--- src/rtl/cpu_pkg.sv ---
// Shared encodings for the control sequencer: opcodes, bus sources, ALU ops and FSM states.
package cpu_pkg;

  localparam int unsigned OP_W   = 6;
  localparam int unsigned BUS_W  = 3;
  localparam int unsigned ALU_W  = 3;
  localparam int unsigned WAIT_W = 4;

  localparam logic [OP_W-1:0] OP_NOP  = 6'h00;
  localparam logic [OP_W-1:0] OP_LDA  = 6'h01;
  localparam logic [OP_W-1:0] OP_STA  = 6'h02;
  localparam logic [OP_W-1:0] OP_ADD  = 6'h03;
  localparam logic [OP_W-1:0] OP_SUB  = 6'h04;
  localparam logic [OP_W-1:0] OP_JMP  = 6'h05;
  localparam logic [OP_W-1:0] OP_JZ   = 6'h06;
  localparam logic [OP_W-1:0] OP_HALT = 6'h3F;

  typedef enum logic [BUS_W-1:0] {
    BUS_NONE = 3'd0,
    BUS_PC   = 3'd1,
    BUS_IR   = 3'd2,
    BUS_MEM  = 3'd3,
    BUS_AC   = 3'd4
  } bus_sel_e;

  typedef enum logic [ALU_W-1:0] {
    ALU_PASS = 3'd0,
    ALU_ADD  = 3'd1,
    ALU_SUB  = 3'd2
  } alu_op_e;

  typedef enum logic [3:0] {
    S_IDLE  = 4'd0,
    S_F1    = 4'd1,
    S_F2MEM = 4'd2,
    S_F3    = 4'd3,
    S_DEC   = 4'd4,
    S_EA    = 4'd5,
    S_LDMEM = 4'd6,
    S_EXE   = 4'd7,
    S_STMEM = 4'd8,
    S_JMP   = 4'd9,
    S_HALT  = 4'd10
  } state_e;

  // States that hold for the memory wait window.
  function automatic logic is_mem_state(input state_e s);
    return (s == S_F2MEM) || (s == S_LDMEM) || (s == S_STMEM);
  endfunction

endpackage

--- src/rtl/wait_counter.sv ---
// Loadable down-counter used to stretch memory strobes; saturates at zero.
module wait_counter #(
  parameter int unsigned W = 4
) (
  input  logic         clk,
  input  logic         rst,
  input  logic         load,
  input  logic [W-1:0] load_value,
  input  logic         dec,
  output logic         zero_c
);

  logic [W-1:0] count;

  always_ff @(posedge clk or posedge rst) begin
    if (rst) begin
      count <= '0;
    end else if (load) begin
      count <= load_value;
    end else if (dec && (count != '0)) begin
      count <= count - W'(1);
    end
  end

  assign zero_c = (count == '0);

endmodule

--- src/rtl/control_sequencer.sv ---
// Multi-cycle fetch/decode/execute controller; Moore outputs decoded from the state register.
module control_sequencer
  import cpu_pkg::*;
#(
  parameter int unsigned OPW      = 6,
  parameter int unsigned MEM_WAIT = 1
) (
  input  logic           clk,
  input  logic           rst,
  input  logic           run,
  input  logic [OPW-1:0] opcode,
  input  logic           z_flag,
  output logic [2:0]     bus_sel,
  output logic           ir_write_en,
  output logic           ir_inc_en,
  output logic           pc_inc_en,
  output logic           pc_write_en,
  output logic           ar_write_en,
  output logic           ac_write_en,
  output logic           mem_read,
  output logic           mem_write,
  output logic [2:0]     alu_op,
  output logic           halted,
  output logic           illegal
);

  state_e state;
  state_e state_nxt;
  state_e boundary;
  logic   wait_load;
  logic   wait_zero;

  always_ff @(posedge clk or posedge rst) begin
    if (rst) begin
      state <= S_IDLE;
    end else begin
      state <= state_nxt;
    end
  end

  // Counter is armed on the edge that enters a memory state.
  assign wait_load = is_mem_state(state_nxt) && (state_nxt != state);

  wait_counter #(.W(WAIT_W)) u_wait (
    .clk       (clk),
    .rst       (rst),
    .load      (wait_load),
    .load_value(WAIT_W'(MEM_WAIT)),
    .dec       (is_mem_state(state)),
    .zero_c    (wait_zero)
  );

  // run is only honoured at the end of an instruction.
  assign boundary = run ? S_F1 : S_IDLE;

  always_comb begin
    state_nxt = state;
    case (state)
      S_IDLE:  if (run) state_nxt = S_F1;
      S_F1:    state_nxt = S_F2MEM;
      S_F2MEM: if (wait_zero) state_nxt = S_F3;
      S_F3:    state_nxt = S_DEC;
      S_DEC: begin
        case (opcode)
          OPW'(OP_LDA), OPW'(OP_STA),
          OPW'(OP_ADD), OPW'(OP_SUB): state_nxt = S_EA;
          OPW'(OP_JMP):  state_nxt = S_JMP;
          OPW'(OP_JZ):   state_nxt = z_flag ? S_JMP : boundary;
          OPW'(OP_HALT): state_nxt = S_HALT;
          default:       state_nxt = boundary;
        endcase
      end
      S_EA:    state_nxt = (opcode == OPW'(OP_STA)) ? S_STMEM : S_LDMEM;
      S_LDMEM: if (wait_zero) state_nxt = S_EXE;
      S_EXE:   state_nxt = boundary;
      S_STMEM: if (wait_zero) state_nxt = boundary;
      S_JMP:   state_nxt = boundary;
      S_HALT:  state_nxt = S_HALT;
      default: state_nxt = S_IDLE;
    endcase
  end

  always_comb begin
    bus_sel     = BUS_NONE;
    ir_write_en = 1'b0;
    ir_inc_en   = 1'b0;
    pc_inc_en   = 1'b0;
    pc_write_en = 1'b0;
    ar_write_en = 1'b0;
    ac_write_en = 1'b0;
    mem_read    = 1'b0;
    mem_write   = 1'b0;
    alu_op      = ALU_PASS;
    halted      = 1'b0;
    illegal     = 1'b0;
    case (state)
      S_F1: begin
        bus_sel     = BUS_PC;
        ar_write_en = 1'b1;
      end
      S_F2MEM: begin
        mem_read  = 1'b1;
        pc_inc_en = wait_zero;
      end
      S_F3: begin
        bus_sel     = BUS_MEM;
        ir_write_en = 1'b1;
      end
      S_DEC: begin
        case (opcode)
          OPW'(OP_NOP), OPW'(OP_LDA), OPW'(OP_STA), OPW'(OP_ADD),
          OPW'(OP_SUB), OPW'(OP_JMP), OPW'(OP_JZ), OPW'(OP_HALT): illegal = 1'b0;
          default: illegal = 1'b1;
        endcase
      end
      S_EA: begin
        bus_sel     = BUS_IR;
        ar_write_en = 1'b1;
      end
      S_LDMEM: mem_read = 1'b1;
      S_EXE: begin
        bus_sel     = BUS_MEM;
        ac_write_en = 1'b1;
        case (opcode)
          OPW'(OP_ADD): alu_op = ALU_ADD;
          OPW'(OP_SUB): alu_op = ALU_SUB;
          default:      alu_op = ALU_PASS;
        endcase
      end
      S_STMEM: begin
        bus_sel   = BUS_AC;
        mem_write = 1'b1;
      end
      S_JMP: begin
        bus_sel     = BUS_IR;
        pc_write_en = 1'b1;
      end
      S_HALT:  halted = 1'b1;
      default: ;
    endcase
  end

endmodule

--- config.mk ---
export PLATFORM = sky130hd
export DESIGN_NAME = control_sequencer
export DESIGN_NICKNAME = d
export VERILOG_FILES = /design/src/rtl/cpu_pkg.sv /design/src/rtl/wait_counter.sv /design/src/rtl/control_sequencer.sv
export SDC_FILE = /design/constraint.sdc
export NUM_CORES = 1
export LEC_CHECK = 0
export CAP_MARGIN = 20
export CORE_UTILIZATION = 45
export DETAILED_ROUTE_END_ITERATION = 10
export GPL_ROUTABILITY_DRIVEN = 1
export PLACE_DENSITY_LB_ADDON = 0.15
export SKIP_LAST_GASP = 1
export SYNTH_ARGS = -nofsm -noshare
export SYNTH_HDL_FRONTEND = slang
export SYNTH_SLANG_ARGS = --single-unit
--- constraint.sdc ---
create_clock -name clk -period 1.9 [get_ports clk]
set_input_delay 0.19 -clock clk [delete_from_list [all_inputs] [get_ports clk]]
set_output_delay 0.19 -clock clk [all_outputs]
set_load 0.05 [all_outputs]
* Yosys cells after proc, flatten, opt, wreduce, memory -nomap -nowiden
Index checks and enable logic that the tools add are counted.
Operators by class: add/subtract/negate cells 1, equal/unequal tests 21, multiplexer cells 24, reductions and logical operators 18
Operators by type and width (number):
- $pmux 4 s10 | 1
- $mux 4 | 8
- $eq 4x3->1 const B | 5
- $eq 6x3->1 const B | 3
- $eq 4x4->1 const B | 4
- $pmux 4 s4 | 1
- $eq 4x2->1 const B | 3
- $eq 6x2->1 const B | 2
- $pmux 3 s4 | 1
- $mux 1 | 11
- $reduce_or 2->1 | 5
- $logic_not 4->1 | 2
- $reduce_or 8->1 | 1
- $eq 6x1->1 const B | 1
- $eq 6x6->1 const B | 1
- $logic_not 6->1 | 1
- $eq 4x1->1 const B | 1
- $logic_or 1x1->1 | 4
- $ne 4x4->1 | 1
- $pmux 2 s2 | 1
- $reduce_bool 4->1 | 1
- $reduce_or 4->1 | 1
- $sub 4x1->4 const B | 1
- $logic_and 1x1->1 | 2
- other kinds (2) | 2
Storage, ports and cells: register bits after elaboration 8, input bits 10, word-level logic and storage cells 66

* Depth between registers and ports, before layout
Gate-level depths: netlist of the first run.
depth in word-level cells 9, gate-level depth with buffers 6

* Modules after synthesis
From an unflattened synthesis of the first run, not the netlist that was laid out.
Unflattened totals: cells, all modules 109, area total of the unflattened synthesis 837.1 µm²
Modules (own cells, without submodules):
- control_sequencer | instances 1, cells an instance 81, area an instance 575.6 µm², sequential area each 100.1 µm²
- wait_counter | instances 1, cells an instance 28, area an instance 261.5 µm², sequential area each 100.1 µm²

* Least setup slack after synthesis of the first run
No wires, ideal clock.
path type register to output, start point reg state[0], end point out alu_op[1], data arrival time 2.950 ns, required time 1.710 ns, path slack -1.240 ns, stages on the path, launching flop included 5, buffers on the path 1, cell sequence dfrtp_1 clkbuf_1 and3_1 nand2_1 nor4b_1
On the way: cells in the longest elaborated chain, start to end 2
Ends and longest elaborated chain:
- start: declaration | RTL line control_sequencer.sv:27 | state_e state;
- start signal: assignment | RTL line control_sequencer.sv:37 | state <= state_nxt;
- $eq 4x3->1 | RTL line control_sequencer.sv:96 | case (state)
- $mux 2 | RTL line control_sequencer.sv:96
- end: declaration | RTL line control_sequencer.sv:22 | output logic [2:0] alu_op,
No other way between the ends.

* Worst setup path in the final report of the first run
start point reg u_wait.count[0], end point out pc_inc_en
On the way: cells in the longest elaborated chain, start to end 2
Ends and longest elaborated chain:
- start: declaration | RTL line wait_counter.sv:13 | logic [W-1:0] count;
- start signal: assignment | RTL line wait_counter.sv:19 | count <= load_value;
- start signal: assignment | RTL line wait_counter.sv:21 | count <= count - W'(1);
- $logic_not 4->1 | RTL line wait_counter.sv:25 | assign zero_c = (count == '0);
- $mux 1 | RTL line control_sequencer.sv:96
- end: declaration | RTL line control_sequencer.sv:16 | output logic pc_inc_en,
No other way between the ends.

==> results of run 1 <==
[worst reg2reg max path, stage by stage, from the launching register on]
cell      delay [ns]
dfrtp_1         0.40
buf_4           0.15
or3b_4          0.41
a221oi_4        0.42
nor2_1          0.08
a211oi_1        0.22
[routing by layer]
metal / vias to the layer above / part of all wire, % / global-route usage (%)
li1: 443 / - / -
met1: 463 / 40 / 35.32
met2: 74 / 49 / 42.09
met3: 10 / 8.8 / 6.250
met4: 0 / 2.5 / 11.88
met5: - / 0 / 0
[layout make-up]
| type | instances | area, um^2 | area share [%] |
|---|---|---|---|
| inverters | 5 | 18.77 | 1.354 |
| well taps | 16 | 20.02 | 1.444 |
| clock buffers | 3 | 22.52 | 1.625 |
| multi-input cells | 83 | 616.8 | 44.49 |
| flip-flops and latches | 8 | 202.7 | 14.62 |
| repair buffers | 41 | 505.5 | 36.46 |
[timing repair]
action                                 CTS  global route
pin swaps                                1             3
setup endpoints to repair                2             3
setup buffers                            0             6
cloned                                   0             0
endpoints found under the hold margin    0             0
resized for setup                        3             7
[cell usage after synthesis, drive strengths merged (2+ instances only)]
cell	instances	area (um^2)
nand3	5	25.02
nor3	7	40.04
buf	2	15.01
dfrtp	8	200.2
or2	2	12.52
ha	2	25.02
nor3b	2	15.01
nor2	8	30.03
o21ai	6	30.03
nor4	2	12.51
nor2b	4	25.02
inv	5	18.77
nand2b	6	37.54
o2111ai	2	17.52
nand3b	2	15.01
a21oi	4	20.02
or3b	2	20.02
clkbuf	6	22.52
nand2	10	37.54
[sequential cells by signal (all words and copies together), names as in the netlist]
signal / flops
state: 4
u_wait.count: 4
[final timing paths]
path,from,to,slack [ns]
worst max-delay path,u_wait.count[0],pc_inc_en,-0.1
worst min-delay path,rst,state[3],0.17
worst max register to register,state[3],u_wait.count[1],0.11
worst min register to register,state[0],state[1],0.62
max in group asynchronous,rst,state[1],1.46
min in group clk,state[0],state[1],0.62
[logic make-up (layout without fill, tap and decap cells)]
logic type | count (synthesis) | after routing | synth area share (%)
buffers and inverters | 13 | 49 | 7.199
adder cells (fa/ha/maj) | 2 | 2 | 3.199
multiplexers | 1 | 1 | 1.280
XOR/XNOR | 1 | 1 | 1.120
AO/OA/AOI/OAI | 23 | 23 | 22.24
flip-flops | 8 | 8 | 25.60
AND/OR/NAND/NOR | 54 | 54 | 38.88
other | 1 | 2 | 0.4795
[power breakdown]
part | switching [mW] | leakage (nW) | internal, mW | total, mW
Combinational | 0.758 | 0.456 | 0.645 | 1.40
Clock | 0.0719 | 0.0138 | 0.0730 | 0.145
Sequential | 0.115 | 0.0991 | 0.248 | 0.363
Total | 0.945 | 0.569 | 0.966 | 1.91
==> results.json, run 1 <==
{
  "final_layout_size_suffix_gt1_share_pct": 40.00,
  "dr_total_vias": 990,
  "rsz0062_at_grt": "true",
  "min_period_ns": 2.000,
  "rows": 14,
  "p_leak_nw": 0.5686,
  "fillCellCount": 70,
  "cp_max_fo": 3,
  "io_pins": 26,
  "insertion_delay_ns": 0.27,
  "finalHoldViolCount": 0,
  "synthCells": 103,
  "cp_slowest_cell": "dfrtp_1",
  "drt_iter0_markers": 61,
  "cts_max_level": 1,
  "path_cells": "inv_2, ha_4, or3b_4, nor4_4, buf_12",
  "fin_area_um2": 1386,
  "crit_type": "reg2out",
  "mappedNetlistArea_um2": 782.0,
  "preCtsSetupSlack_ns": 0.1060,
  "irDropWorstVdd_v": 0.001356,
  "root_buffer": "clkbuf_4",
  "routed_via_density": 6.346,
  "utilization_pct": 88.92,
  "placed_area_um2": 1290,
  "instances_no_fill": 156,
  "crit_buf_inv": 2,
  "area_delta_synth_final_pct": 77.28,
  "place.gp.congestion": 0.8819,
  "postCtsHoldBufs": 0,
  "initial_core_util_pct": 50.16,
  "period_share_pct": 105.2,
  "critPathRequiredTime_ns": 1.71,
  "clock_skew_ns": 0.01164,
  "drtAntennaViolNets": 0,
  "clkTransAtPathRegs_ns": 0.07,
  "power_mw": 1.911,
  "final_common_cell": "buf_4",
  "nets": 154,
  "worstPathArrival_ns": 1.81,
  "layout_common_cells": "buf_4 (18), buf_12 (14), nand2_1 (9), clkdlybuf4s50_1 (9), nor2_1 (8)",
  "wl_um": 2980,
  "max_freq_ghz": 0.5001,
  "synth-async-reset-ratio_pct": 100.0,
  "max_stage_delay_ns": 0.41,
  "dieArea_um2": 1908,
  "drv_slew": 0,
  "cts_buffers": 3,
  "grt-ovfl-total": 0,
  "grt_use_total_pct": 26.93,
  "max_cap_viol_count": 0,
  "die_y_um": 43.69,
  "crit_family": "simple AND/OR/NAND/NOR gates",
  "synth_ff_type": "dfrtp_1",
  "violations": "design-rule violations, negative setup slack",
  "grt_pass1_wl_um": 3801,
  "synth_edf_count": 0,
  "fin_setup_tns_ns": -0.1573,
  "wl_per_cell_um": 19.10,
  "cts_tree": "done",
  "whs_ns": 0.1653,
  "ys_types": 40,
  "grt_pass1_vias": 898,
  "ys_ff_latch": 8,
  "core_um2": 1559,
  "critical_path_depth": 5,
  "die_w_um": 43.69,
  "portBuffers": 23,
  "start_kind": "flop",
  "ys_warn_count": 0,
  "dr.pass1.iters": 7,
  "status": "complete, but fails checks",
  "dp_hpwl_um": 1843,
  "r2r_cells": 5,
  "antenna_cells": 0,
  "ys_seq_area_share_pct": 25.60,
  "grt_max_degree": 14,
  "dp_cells": 147,
  "drcViolationCount": 1,
  "setup_slack_ns": -0.09957,
  "pwr_density_cell_nw_per_um2": 1378,
  "cts_buffer_depth": 2,
  "hp-class": "in2async",
  "avgSynthCellArea_um2": 7.592,
  "finalSetupViolations": 3,
  "antenna_found_initial": 0,
  "end_kind": "output port",
  "cts_sinks": 8
}
Power figures use the tool's default switching activity.
==> run 2, diff against run 1 <==
Settings changed: ABC_CLOCK_PERIOD_IN_PS from default to 1900, CELL_PAD_IN_SITES_DETAIL_PLACEMENT from default to 1, CELL_PAD_IN_SITES_GLOBAL_PLACEMENT from default to 2, CORE_ASPECT_RATIO from default to 0.6, CORE_UTILIZATION 45 to 24, HOLD_SLACK_MARGIN from default to 0.08.
==> run 2 against run 1 <==
The flow now finishes without violations; worst hold slack gained 0.063 ns; clock skew shrank 0.010 ns; sequential share of layout area shrank 0.90 points; design area grew 5.2%; core utilization shrank 40 points; combinational power grew 3%; critical path depth is the same; cell count grew 19%; global-route usage shrank 7.0 points; total power grew 4.0%; largest cell class unchanged; non-clock buffer count grew 3.
==> results.json, run 2 (synthesis gave the netlist of run 1 again) <==
{
  "status": "finished clean",
  "routed_via_density": 5.086,
  "start_kind": "flop",
  "antenna_found_initial": 0,
  "final_layout_size_suffix_gt1_share_pct": 40.56,
  "dieArea_um2": 3498,
  "wl_um": 3042,
  "hp-class": "in2async",
  "drtAntennaViolNets": 0,
  "final_common_cell": "buf_4",
  "pwr_density_cell_nw_per_um2": 1362,
  "min_period_ns": 1.860,
  "core_um2": 2984,
  "nets": 157,
  "grt_max_degree": 17,
  "r2r-start": "state[2]",
  "cp_max_fo": 2,
  "drv_slew": 0,
  "drcViolationCount": 0,
  "drt_iter0_markers": 20,
  "grt_use_total_pct": 19.92,
  "finalHoldViolCount": 0,
  "dp_hpwl_um": 2307,
  "max_stage_delay_ns": 0.41,
  "root_buffer": "clkbuf_8",
  "cts_max_level": 1,
  "grt_pass1_vias": 941,
  "insertion_delay_ns": 0.23,
  "portBuffers": 23,
  "reg2reg_slack_ns": 0.08,
  "rows": 15,
  "placed_area_um2": 1338,
  "r2r_cells": 5,
  "max_cap_viol_count": 0,
  "p_leak_nw": 0.5958,
  "crit_buf_inv": 2,
  "cts_sinks": 8,
  "io_pins": 26,
  "path_cells": "inv_2, ha_4, or3b_4, nor4_4, buf_12",
  "use_met3_pct": 4.376,
  "max_freq_ghz": 0.5376,
  "clkTransAtPathRegs_ns": 0.04,
  "die_y_um": 46.22,
  "initial_core_util_pct": 26.21,
  "rr_endpoint": "u_wait.count[2]",
  "antenna_cells": 0,
  "crit_family": "simple AND/OR/NAND/NOR gates",
  "whs_ns": 0.2283,
  "clock_skew_ns": 0.001590,
  "grt-ovfl-total": 0,
  "dr.pass1.iters": 4,
  "crit_type": "reg2out",
  "end_kind": "output port",
  "wl_per_cell_um": 16.44,
  "place.gp.congestion": 0.7379,
  "critPathRequiredTime_ns": 1.71,
  "setup_slack_ns": 0.03986,
  "finalSetupViolations": 0,
  "die_w_um": 75.69,
  "postCtsHoldBufs": 0,
  "period_share_pct": 97.90,
  "cts_buffer_depth": 2,
  "grt_pass1_wl_um": 4919,
  "rsz0062_at_grt": "true",
  "cp-startpoint": "u_wait.count[0]",
  "top_usage_layer": "met2",
  "irDropWorstVdd_v": 0.0006346,
  "grt_use_met2_pct": 30.36,
  "utilization_pct": 48.89,
  "use_met1_pct": 28.26,
  "preCtsSetupSlack_ns": 0.07495,
  "worstPathArrival_ns": 1.67,
  "dr_total_vias": 941,
  "area_delta_synth_final_pct": 86.56,
  "cp_slowest_cell": "dfrtp_1",
  "cts_buffers": 3,
  "cts_tree": "done",
  "fin_area_um2": 1459,
  "layout_common_cells": "buf_4 (21), buf_12 (14), nand2_1 (9), clkdlybuf4s50_1 (9)",
  "largestRegisters": "state x4, u_wait.count x4"
}
run 2: layout make-up:
cell class / instances / area, um^2
Tap cell: 42 / 52.55
Inverter: 5 / 18.77
Timing Repair Buffer: 44 / 528.0
Sequential cell: 8 / 200.2
Multi-Input combinational cell: 83 / 618.1
Clock buffer: 3 / 41.29
Fill cell: 346 / 1525
run 2: stage by stage:
step | TNS [ns] | instances | power [mW]
after global routing | -0.003425 | 185 | 2.094
after detailed placement | 0 | 175 | 1.618
after global placement | 0 | 175 | 1.571
after CTS | -0.08861 | 185 | 1.964
final | 0 | 185 | 1.987
after floorplan | -0.5978 | 104 | 1.096
run 2: worst max path at each step:
stage                  to  slack (ns)  cells after the start
5_1_grt        bus_sel[2]      -0.003                      4
4_1_cts         pc_inc_en       -0.06                      5
3_3_place_gp     state[3]        0.20                      6
6_report        pc_inc_en        0.04                      5
2_1_floorplan  bus_sel[2]       -0.21                      3
3_5_place_dp     state[3]        0.07                      6
run 2: report_power, final:
group / internal [mW] / switching (mW)
logic: 0.673 / 0.770
clock network: 0.137 / 0.0697
registers: 0.245 / 0.0923
run 2: per-layer routing:
metal	up-vias	wire [um]
li1	450	-
met4	0	38
met5	-	0
met3	5	126
met2	23	1360
met1	463	1516
run 2: timing repair:
item                       in CTS  in global routing
pin swaps                       2                  2
resized for setup               5                  4
setup buffers                   7                  0
setup endpoints to repair       3                  4
==> run 3, diff against run 2 <==
Settings changed: ABC_CLOCK_PERIOD_IN_PS 1900 to default, HOLD_SLACK_MARGIN 0.08 to 0.15.
==> results of run 3 <==
Final layout, timing and power as in run 2 (identical DEF).
